===== src/rtl/timer_pkg.sv =====
// Shared definitions for the timer scheduler: channel count, channel
// state encoding, default prescaler value and the round-robin helper.
package timer_pkg;

    localparam int          NUM_CH           = 4;
    localparam int unsigned DEFAULT_PRESCALE = 2000000;

    typedef enum logic {
        IDLE = 1'b0,
        RUN  = 1'b1
    } chanState_e;

    // Picks the first requesting channel starting at ptr and wrapping
    // around. The scan runs backwards so the closest request to ptr is
    // the last one written. With no request the pointer itself is returned.
    function automatic logic [1:0] rrGrant(input logic [NUM_CH-1:0] req,
                                           input logic [1:0]        ptr);
        logic [1:0] idx;
        logic [1:0] grant;
        grant = ptr;
        for (int k = NUM_CH - 1; k >= 0; k--) begin
            idx = ptr + 2'(k);
            if (req[idx]) begin
                grant = idx;
            end
        end
        return grant;
    endfunction

endpackage


===== src/rtl/tick_prescaler.sv =====
// Shared prescaler: divides the system clock down to a one-cycle tick and
// keeps a free-running count of ticks since reset.
module tick_prescaler
    import timer_pkg::*;
#(
    parameter int unsigned PRESCALE = DEFAULT_PRESCALE
) (
    input  logic        clock,
    input  logic        resetn,
    output logic        tick,
    output logic [31:0] tick_count
);

    localparam logic [31:0] LAST = 32'(PRESCALE - 1);

    logic [31:0] r_count;
    logic        r_tick;
    logic [31:0] r_tickCount;
    logic [31:0] w_countNext;

    // Next prescaler value, wrapping back to zero after the last count.
    always_comb begin
        w_countNext = (r_count == LAST) ? 32'd0 : r_count + 32'd1;
    end

    // Tick and tick count are registered so that both are visible in
    // exactly the cycle in which the counter holds its last value.
    always_ff @(posedge clock) begin
        if (!resetn) begin
            r_count     <= 32'd0;
            r_tick      <= 1'b0;
            r_tickCount <= 32'd0;
        end else begin
            r_count <= w_countNext;
            r_tick  <= (w_countNext == LAST);
            if (w_countNext == LAST) begin
                r_tickCount <= r_tickCount + 32'd1;
            end
        end
    end

    assign tick       = r_tick;
    assign tick_count = r_tickCount;

endmodule


===== src/rtl/timer_scheduler.sv =====
// Four-channel timer scheduler. Channels count down on the shared tick,
// raise pending events on expiry, and a round-robin arbiter presents one
// pending event at a time to the consumer.
module timer_scheduler
    import timer_pkg::*;
#(
    parameter int unsigned PRESCALE = DEFAULT_PRESCALE,
    parameter int          CW       = 16
) (
    input  logic              clock,
    input  logic              resetn,
    input  logic              cfg_valid,
    output logic              cfg_ready,
    input  logic [1:0]        cfg_chan,
    input  logic              cfg_enable,
    input  logic              cfg_oneshot,
    input  logic [CW-1:0]     cfg_period,
    output logic              cfg_err,
    output logic              evt_valid,
    output logic [1:0]        evt_chan,
    input  logic              evt_ready,
    output logic              tick,
    output logic [31:0]       tick_count,
    output logic [NUM_CH-1:0] running,
    output logic [NUM_CH-1:0] overrun
);

    logic w_tick;

    chanState_e        r_state  [NUM_CH];
    logic [CW-1:0]     r_cnt    [NUM_CH];
    logic [CW-1:0]     r_period [NUM_CH];
    logic [NUM_CH-1:0] r_oneshot;
    logic [NUM_CH-1:0] r_pending;
    logic [NUM_CH-1:0] r_overrun;
    logic [1:0]        r_rrPtr;
    logic              r_evtValid;
    logic [1:0]        r_evtChan;
    logic              r_cfgReady;
    logic              r_cfgErr;

    chanState_e        w_stateNext  [NUM_CH];
    logic [CW-1:0]     w_cntNext    [NUM_CH];
    logic [CW-1:0]     w_periodNext [NUM_CH];
    logic [NUM_CH-1:0] w_oneshotNext;
    logic [NUM_CH-1:0] w_pendingNext;
    logic [NUM_CH-1:0] w_overrunNext;
    logic [NUM_CH-1:0] w_ack;
    logic              w_write;
    logic              w_ackValid;
    logic [1:0]        w_ptrNext;
    logic [1:0]        w_evtChanNext;
    logic              w_cfgErrNext;

    tick_prescaler #(
        .PRESCALE (PRESCALE)
    ) u_prescaler (
        .clock      (clock),
        .resetn     (resetn),
        .tick       (w_tick),
        .tick_count (tick_count)
    );

    // Decode accepted configuration writes and event acknowledges.
    always_comb begin
        w_write    = cfg_valid & r_cfgReady;
        w_ackValid = r_evtValid & evt_ready;
        for (int i = 0; i < NUM_CH; i++) begin
            w_ack[i] = w_ackValid && (r_evtChan == 2'(i));
        end
        w_cfgErrNext = w_write & cfg_enable & (cfg_period == '0);
    end

    // Per-channel next state. A write to a channel takes priority over a
    // tick in the same cycle, so the tick is simply not seen by that channel.
    // An acknowledge clears pending unless a new expiry re-arms it.
    always_comb begin
        for (int i = 0; i < NUM_CH; i++) begin
            w_stateNext[i]   = r_state[i];
            w_cntNext[i]     = r_cnt[i];
            w_periodNext[i]  = r_period[i];
            w_oneshotNext[i] = r_oneshot[i];
            w_overrunNext[i] = r_overrun[i];
            w_pendingNext[i] = r_pending[i] & ~w_ack[i];

            if (w_write && (cfg_chan == 2'(i))) begin
                if (cfg_enable && (cfg_period != '0)) begin
                    w_stateNext[i]   = RUN;
                    w_cntNext[i]     = cfg_period;
                    w_periodNext[i]  = cfg_period;
                    w_oneshotNext[i] = cfg_oneshot;
                    w_overrunNext[i] = 1'b0;
                end else if (cfg_enable) begin
                    w_stateNext[i]   = IDLE;
                    w_cntNext[i]     = '0;
                    w_pendingNext[i] = 1'b0;
                end else begin
                    w_stateNext[i]   = IDLE;
                    w_cntNext[i]     = '0;
                    w_pendingNext[i] = 1'b0;
                    w_overrunNext[i] = 1'b0;
                end
            end else if (w_tick && (r_state[i] == RUN)) begin
                if (r_cnt[i] > CW'(1)) begin
                    w_cntNext[i] = r_cnt[i] - CW'(1);
                end else if (r_cnt[i] == CW'(1)) begin
                    if (r_pending[i] && !w_ack[i]) begin
                        w_overrunNext[i] = 1'b1;
                    end
                    w_pendingNext[i] = 1'b1;
                    if (r_oneshot[i]) begin
                        w_stateNext[i] = IDLE;
                        w_cntNext[i]   = '0;
                    end else begin
                        w_cntNext[i] = r_period[i];
                    end
                end
            end
        end
    end

    // Round-robin arbitration. The presented channel is frozen while the
    // consumer stalls, unless that channel's event was withdrawn by a write.
    always_comb begin
        w_ptrNext = w_ackValid ? (r_evtChan + 2'd1) : r_rrPtr;
        if (r_evtValid && !evt_ready && w_pendingNext[r_evtChan]) begin
            w_evtChanNext = r_evtChan;
        end else begin
            w_evtChanNext = rrGrant(w_pendingNext, w_ptrNext);
        end
    end

    // Register all channel state, arbiter state and the handshake outputs.
    always_ff @(posedge clock) begin
        if (!resetn) begin
            for (int i = 0; i < NUM_CH; i++) begin
                r_state[i]  <= IDLE;
                r_cnt[i]    <= '0;
                r_period[i] <= '0;
            end
            r_oneshot  <= '0;
            r_pending  <= '0;
            r_overrun  <= '0;
            r_rrPtr    <= 2'd0;
            r_evtValid <= 1'b0;
            r_evtChan  <= 2'd0;
            r_cfgReady <= 1'b0;
            r_cfgErr   <= 1'b0;
        end else begin
            for (int i = 0; i < NUM_CH; i++) begin
                r_state[i]  <= w_stateNext[i];
                r_cnt[i]    <= w_cntNext[i];
                r_period[i] <= w_periodNext[i];
            end
            r_oneshot  <= w_oneshotNext;
            r_pending  <= w_pendingNext;
            r_overrun  <= w_overrunNext;
            r_rrPtr    <= w_ptrNext;
            r_evtValid <= |w_pendingNext;
            r_evtChan  <= w_evtChanNext;
            r_cfgReady <= ~w_write;
            r_cfgErr   <= w_cfgErrNext;
        end
    end

    // Expose the per-channel RUN state as a flat vector.
    always_comb begin
        for (int i = 0; i < NUM_CH; i++) begin
            running[i] = (r_state[i] == RUN);
        end
    end

    assign tick      = w_tick;
    assign cfg_ready = r_cfgReady;
    assign cfg_err   = r_cfgErr;
    assign evt_valid = r_evtValid;
    assign evt_chan  = r_evtChan;
    assign overrun   = r_overrun;

endmodule


===== config.mk =====
export PLATFORM = sky130hd
export DESIGN_NAME = timer_scheduler
export DESIGN_NICKNAME = d
export VERILOG_FILES = /design/src/rtl/timer_pkg.sv /design/src/rtl/tick_prescaler.sv /design/src/rtl/timer_scheduler.sv
export SDC_FILE = /design/constraint.sdc
export NUM_CORES = 1
export LEC_CHECK = 0
export CORE_ASPECT_RATIO = 1.2
export CORE_MARGIN = 3
export CORE_UTILIZATION = 62
export CTS_BUF_LIST = sky130_fd_sc_hd__clkbuf_8
export CTS_CLUSTER_SIZE = 12
export DETAILED_ROUTE_END_ITERATION = 8
export GPL_TIMING_DRIVEN = 0
export HOLD_SLACK_MARGIN = 0.15
export PLACE_DENSITY = 0.9
export SYNTH_ARGS = -nofsm -noshare
export SYNTH_HDL_FRONTEND = slang
export SYNTH_SLANG_ARGS = --single-unit

===== constraint.sdc =====
create_clock -name clock -period 4.3 [get_ports clock]
set_input_delay 0.86 -clock clock [delete_from_list [all_inputs] [get_ports clock]]
set_output_delay 0.86 -clock clock [all_outputs]
set_load 0.01 [all_outputs]

==> results.tsv <==
metric	value	unit
status	finished clean	
async_reset_ff_share	0	%
final_layout_size_suffix_gt1_share	4.26	%
area_of_the_multi_input_gates	0.00634	sq mm
max_freq	0.267	GHz
syn_area_per_cell	7.59	sq um
cp-startpoint	u_prescaler.r_count[0]$_SDFF_PN0_	
num_cts_buffers	35	
drtAntennaViolNets	0	
leading_post_synthesis_cells_by_cell_area	sky130_fd_sc_hd__dfxtp_1, sky130_fd_sc_hd__nand2_1, sky130_fd_sc_hd__a21oi_1	
hold_viol_final	0	
ys_types	68	
fillers	1381	
core	0.0176	sq mm
ys.warnings.count	0	
grt-ovfl-total	0	
area_growth_from_synthesis_to_layout	14.3	%
clock_insertion_delay_worst_skew	530	ps
clock_sink_count	216	
ctsHoldBuffers	0	
drt_first_pass_iters	6	
static-leakage-power	4.32	nW
clock_skew	27.0	ps
top_level_ports	70	
syn_inst	1471	
least_margin_pin_slew	1340	ps
worstReg2RegStart	u_prescaler.r_count[0]$_SDFF_PN0_	
mappedNetlistArea	0.0112	sq mm
fin_cells	1816	
grt_first_pass_wirelength	54800	um
timing.critical_path.from_type	flop	
power.density_cell_area	348	mW/mm^2
cts-htree-levels	2	
antenna_violations_before_repair	0	
cts_tree	done	
synth_top_area_share	38.2	%
antenna_cells_inserted	0	
grt_setup_unrepaired	false	
number_of_gates_resized_after_cts	0	
ir_worst_vdd	0.000249	V
synth_sequential_area_ratio	39.0	%
synth-edff-count	3	
first_global_vias	11100	
cts.repair_timing.setup_buffer_count	0	
row_count	53	
ys_seq_elements	216	
slew_headroom	10.1	%
worst-endpoint-required	4660	ps
die_height	153	um
worstSetupPathType	flop to flop	
clock_path_buffers	3	
buffer_ports.inserted	69	
chipWidth	129	um
setup_tns	0	ps
detail_route.wl_per_cell	18.7	um
final-max-slew-violation-count	0	
cp.arrival	4110	ps
gpl.final_weighted_congestion	1.01	
hp_start	r_period[1][1]$_SDFFE_PN0P_	
timing.max_cap.violations	0	
critPathMaxFanout	10	
mappedNetlistNets	1509	
grt_max_degree	11	
synth_top_cell_by_area	sky130_fd_sc_hd__dfxtp_1	
dp_hpwl	23400	um
route.vias.total	11900	
fin_crit	3740	ps
ys.flop_type	sky130_fd_sc_hd__dfxtp_1	
finalSetupViolCount	0	
drc	0	
avgViaCountPerCell	6.54	
timing.final.crit_share	87.1	%
clk_transition_reported_paths	60	ps
finalNetCount	1615	
start_util	63.5	%
worst_setup_path_end_kind	flop	
clk_root_buffer_cell	sky130_fd_sc_hd__clkbuf_8	
hold_class	flop to flop	
detail_route.wirelength	34000	um
final-seq-area	0.00435	sq mm
drt_iter0_markers	1157	
placed_cells	1760	
floorplan.die_area	0.0197	sq mm
grt_resource_usage_total	33.6	%
-- cell usage after synthesis, types with 4 or more instances --
library cell,n
sky130_fd_sc_hd__a21boi_0,8
sky130_fd_sc_hd__a21oi_1,148
sky130_fd_sc_hd__a22oi_1,7
sky130_fd_sc_hd__a2bb2oi_1,5
sky130_fd_sc_hd__a311oi_1,6
sky130_fd_sc_hd__a31o_2,7
sky130_fd_sc_hd__a31oi_1,38
sky130_fd_sc_hd__and2_1,12
sky130_fd_sc_hd__and3_1,21
sky130_fd_sc_hd__and4_1,5
sky130_fd_sc_hd__buf_4,4
sky130_fd_sc_hd__clkbuf_1,83
sky130_fd_sc_hd__dfxtp_1,213
sky130_fd_sc_hd__ha_1,14
sky130_fd_sc_hd__inv_1,26
sky130_fd_sc_hd__nand2_1,234
sky130_fd_sc_hd__nand2b_1,5
sky130_fd_sc_hd__nand3_1,69
sky130_fd_sc_hd__nand3b_1,8
sky130_fd_sc_hd__nand4_1,29
sky130_fd_sc_hd__nor2_1,131
sky130_fd_sc_hd__nor3_1,25
sky130_fd_sc_hd__nor3b_1,6
sky130_fd_sc_hd__nor4_1,30
sky130_fd_sc_hd__o211ai_1,15
sky130_fd_sc_hd__o21ai_0,105
sky130_fd_sc_hd__o311ai_0,4
sky130_fd_sc_hd__o31ai_1,34
sky130_fd_sc_hd__or3_1,13
sky130_fd_sc_hd__or4_1,40
sky130_fd_sc_hd__xnor2_1,32
sky130_fd_sc_hd__xor2_1,30
-- cell usage in the layout, fill, tap and decap left out, types with 14 or more instances in the layout --
master and n:
sky130_fd_sc_hd__clkbuf_1 83, sky130_fd_sc_hd__o31ai_1 34, sky130_fd_sc_hd__a21oi_1 148, sky130_fd_sc_hd__or4_1 40
sky130_fd_sc_hd__nand4_1 29, sky130_fd_sc_hd__xnor2_1 32, sky130_fd_sc_hd__nand2_1 234, sky130_fd_sc_hd__o21ai_0 105
sky130_fd_sc_hd__nor2_1 131, sky130_fd_sc_hd__clkdlybuf4s50_1 69, sky130_fd_sc_hd__nand3_1 69, sky130_fd_sc_hd__nor3_1 25
sky130_fd_sc_hd__xor2_1 30, sky130_fd_sc_hd__clkbuf_8 42, sky130_fd_sc_hd__o211ai_1 15, sky130_fd_sc_hd__a31oi_1 38
sky130_fd_sc_hd__dfxtp_1 213, sky130_fd_sc_hd__ha_1 14, sky130_fd_sc_hd__and3_1 21, sky130_fd_sc_hd__nor4_1 30
sky130_fd_sc_hd__inv_1 39
-- power breakdown --
part | internal [mW] | switching [mW]
clock network | 0.873 | 0.792
registers | 2.04 | 0.0317
logic | 0.253 | 0.450
-- stage by stage --
step	area, sq um	worst slack [ps]	hold WS, ps	total power [mW]	util [%]
5_1_grt	12800	290	466	4.61	72.6
3_3_place_gp	12100	368	439	2.77	69.0
2_1_floorplan	11200	1280	432	2.59	-
6_report	12800	556	449	4.44	72.6
4_1_cts	12800	646	454	4.43	72.6
3_5_place_dp	12100	346	445	2.79	69.0
-- layer usage --
metal	GRT usage, %	share of wire (%)	vias to the layer above
met4	15.0	4.4	0
met3	6.50	10	141
li1	-	-	5550
met5	0	0	-
met2	54.8	46	684
met1	43.1	39	5499
-- final timing paths --
check / end / slack (ps) / cells past startpoint
min: r_period[1][1]$_SDFFE_PN0P_ / 450 / 2
max reg2reg: u_prescaler.tick_count[20]$_SDFFE_PN0P_ / 560 / 13
max: u_prescaler.tick_count[20]$_SDFFE_PN0P_ / 560 / 13
min reg2reg: r_period[1][1]$_SDFFE_PN0P_ / 450 / 2
-- critical path: stages (launching register included) --
cell	delay, ps
sky130_fd_sc_hd__dfxtp_1	420
sky130_fd_sc_hd__ha_1	310
sky130_fd_sc_hd__nand4_1	150
sky130_fd_sc_hd__nor4_1	260
sky130_fd_sc_hd__buf_2	290
sky130_fd_sc_hd__nand4_1	170
sky130_fd_sc_hd__nor2_1	140
sky130_fd_sc_hd__o22ai_1	90
sky130_fd_sc_hd__or4_1	580
sky130_fd_sc_hd__clkbuf_1	220
sky130_fd_sc_hd__clkbuf_1	240
sky130_fd_sc_hd__clkbuf_1	280
sky130_fd_sc_hd__o31ai_1	310
sky130_fd_sc_hd__a21oi_1	100
-- area by class of cell --
type,instances,area share (%)
tap,220,2.16
clock buffer,42,4.53
sequential,216,34.1
timing repair buffer,69,5.41
clock inverter,14,0.422
inverter,27,0.794
buffer,94,2.92
multi-input combinational,1134,49.6
-- cells by family after synthesis --
family / Yosys count / synth area share [%]
fa+ha+maj: 14 / 1.57
buf+inv: 121 / 4.25
flops: 216 / 39.0
compound gates: 408 / 21.8
simple gates: 647 / 28.1
xor+xnor: 62 / 4.86
mux: 3 / 0.381
-- flip-flops by register name, summed over array words and instances (netlist names) --
name	count
u_prescaler.tick	1
evt_chan	2
overrun	4
r_rrPtr	2
cfg_err	1
cfg_ready	1
r_period	64
u_prescaler.r_count	32
evt_valid	1
r_state	4
r_cnt	64
u_prescaler.tick_count	32
r_oneshot	4
r_pending	4
Note: power is estimated with default switching activity, not from simulation.
==> RTL change: new RTL, same flow settings <==
Reset style: asynchronous (`resetn`), changed in 2 clocked blocks.
--- a/src/rtl/tick_prescaler.sv
+++ b/src/rtl/tick_prescaler.sv
@@ -25,7 +25,7 @@
 
     // Tick and tick count are registered so that both are visible in
     // exactly the cycle in which the counter holds its last value.
-    always_ff @(posedge clock) begin
+    always_ff @(posedge clock or negedge resetn) begin
         if (!resetn) begin
             r_count     <= 32'd0;
             r_tick      <= 1'b0;
--- a/src/rtl/timer_scheduler.sv
+++ b/src/rtl/timer_scheduler.sv
@@ -131,7 +131,7 @@
     end
 
     // Register all channel state, arbiter state and the handshake outputs.
-    always_ff @(posedge clock) begin
+    always_ff @(posedge clock or negedge resetn) begin
         if (!resetn) begin
             for (int i = 0; i < NUM_CH; i++) begin
                 r_state[i]  <= IDLE;
Function: differs if resetn is asserted again (counterexample within 4 cycles, from zero or initial values and one cycle with resetn low); with resetn held inactive, the same outputs for 10 cycles.
==> RTL change against the original RTL <==
- combinational power is 93% higher
- non-clock buffer count is 29 lower
- routed wire length is 7.3% lower
- total power is 35% higher
- worst setup slack better by 0.44 ns
- clock power is 11% higher
- design area is 5.8% higher
- via count is 10% lower
- sequential cell count stayed put
- area after synthesis is 5.8% higher
- critical path depth is 3 lower
- largest cell class unchanged
==> RTL change: results (changes against the original RTL) <==
path_delay_family: "compound AO/OA/AOI/OAI gates"  # was simple AND/OR/NAND/NOR gates
hold_slack_ns: 0.347  # was 0.449 ns
nets: 1463  # was 1615
cp_max_fo: 8  # was 10
final_cells: 1702  # was 1816
grt_max_degree: 112  # was 11
synth_compound_gate_area_share_pct: 14.7  # was 21.8%
dp_slack_ns: 0.415  # was 0.346 ns
async_flop_share_pct: 100  # was 0%
synthTopCellsByArea: "dfrtp_1 46%, nand2_1 6.3%, xnor2_1 5.2%, a21oi_1 4.4%, nor2_1 3.7%"  # was dfxtp_1 38%, nand2_1 7.9%, a21oi_1 6.6%, o21ai_0 4.7%, nor2_1 4.4%
routed_wl_um: 31500  # was 34000 µm
grt_use_total_pct: 30.5  # was 33.6%
synth_nets: 1363  # was 1509
yosysSeqAreaShare_pct: 45.8  # was 39.0%
switchingPower_mw: 1.97  # was 1.27 mW
r2r-end: "r_cnt[35]$_DFFE_PN0P_"  # was u_prescaler.tick_count[20]$_SDFFE_PN0P_
peakVddDrop_mv: 0.235  # was 0.249 mV
reg2reg_from: "r_cnt[36]$_DFFE_PN0P_"  # was u_prescaler.r_count[0]$_SDFF_PN0_
dp.cells: 1639  # was 1760
synthXorXnorAreaFrac_pct: 8.08  # was 4.86%
status: "finished, final reports clean"  # unchanged
min_path_type: "primary input to asynchronous set/reset pin"  # was register to register
muxShareOfSynthArea_pct: 3.12  # was 0.381%
slowest_stage: "clkdlybuf4s50_1"  # was or4_1
synth_fa_ha_area_share_pct: 1.48  # was 1.57%
skew_ns: 0.0182  # was 0.0270 ns
io_buffers: 61  # was 69
r2r_setup_slack_ns: 1.19  # was 0.56 ns
slowest_delay_ns: 0.72  # was 0.58 ns
gp_congestion: 0.952  # was 1.01
crit_arrival_ns: 3.79  # was 4.11 ns
dpl.hpwl_um: 21600  # was 23400 µm
synth_common_cells: "216 x dfrtp_1, 199 x nand2_1, 116 x nor2_1, 103 x a21oi_1, 70 x xnor2_1"  # was 234 x nand2_1, 213 x dfxtp_1, 148 x a21oi_1, 131 x nor2_1, 105 x o21ai_0
rr_worst_depth: 8  # was 13
dr.pass1.iters: 5  # was 6
drt-initial-drc-count: 850  # was 1157
grt_pass1_vias: 10600  # was 11.1k
p_leak_nw: 5.73  # was 4.32 nW
placed_area_mm2: 0.0128  # was 0.0121 mm²
startpoint: "cfg_period[12]"  # was u_prescaler.r_count[0]$_SDFF_PN0_
grt_pass1_wl_um: 51800  # was 54800 µm
layout_min_cycle_time_ns: 3.31  # was 3.74 ns
syn_inst: 1325  # was 1471
via_per_inst: 6.27  # was 6.54
RTL change: cells by family (layout without fill, tap and decap cells):
logic type	count (synthesis)	in the layout
compound gates	288	288
xor+xnor	109	109
fa+ha+maj	14	14
buf+inv	107	232
flops	216	216
mux	33	33
simple gates	558	558
RTL change: layout make-up:
cell class                 count  area [µm²]
tap                          252         315
multi-input combinational   1002        5990
clock buffer                  43         592
inverter                      35         131
clock inverter                20         143
fill                        1336        4940
buffer                        72         279
timing repair buffer          62         643
sequential                   216        5410
RTL change: power groups by stage:
stage,Sequential [mW],Clock (mW),Combinational (mW)
2_1_floorplan,2.71,0,0.998
3_3_place_gp,2.78,0,1.28
3_5_place_dp,2.80,0,1.34
4_1_cts,2.77,1.89,1.35
5_1_grt,2.83,1.99,1.53
6_report,2.79,1.86,1.36
RTL change: per-layer routing:
metal,part of all wire (%),GRT usage (%),vias to the layer above
met2,48,50.9,550
met4,5.9,19.4,0
li1,-,-,4899
met3,8.5,6.52,157
met1,38,36.3,5072
met5,0,0,-
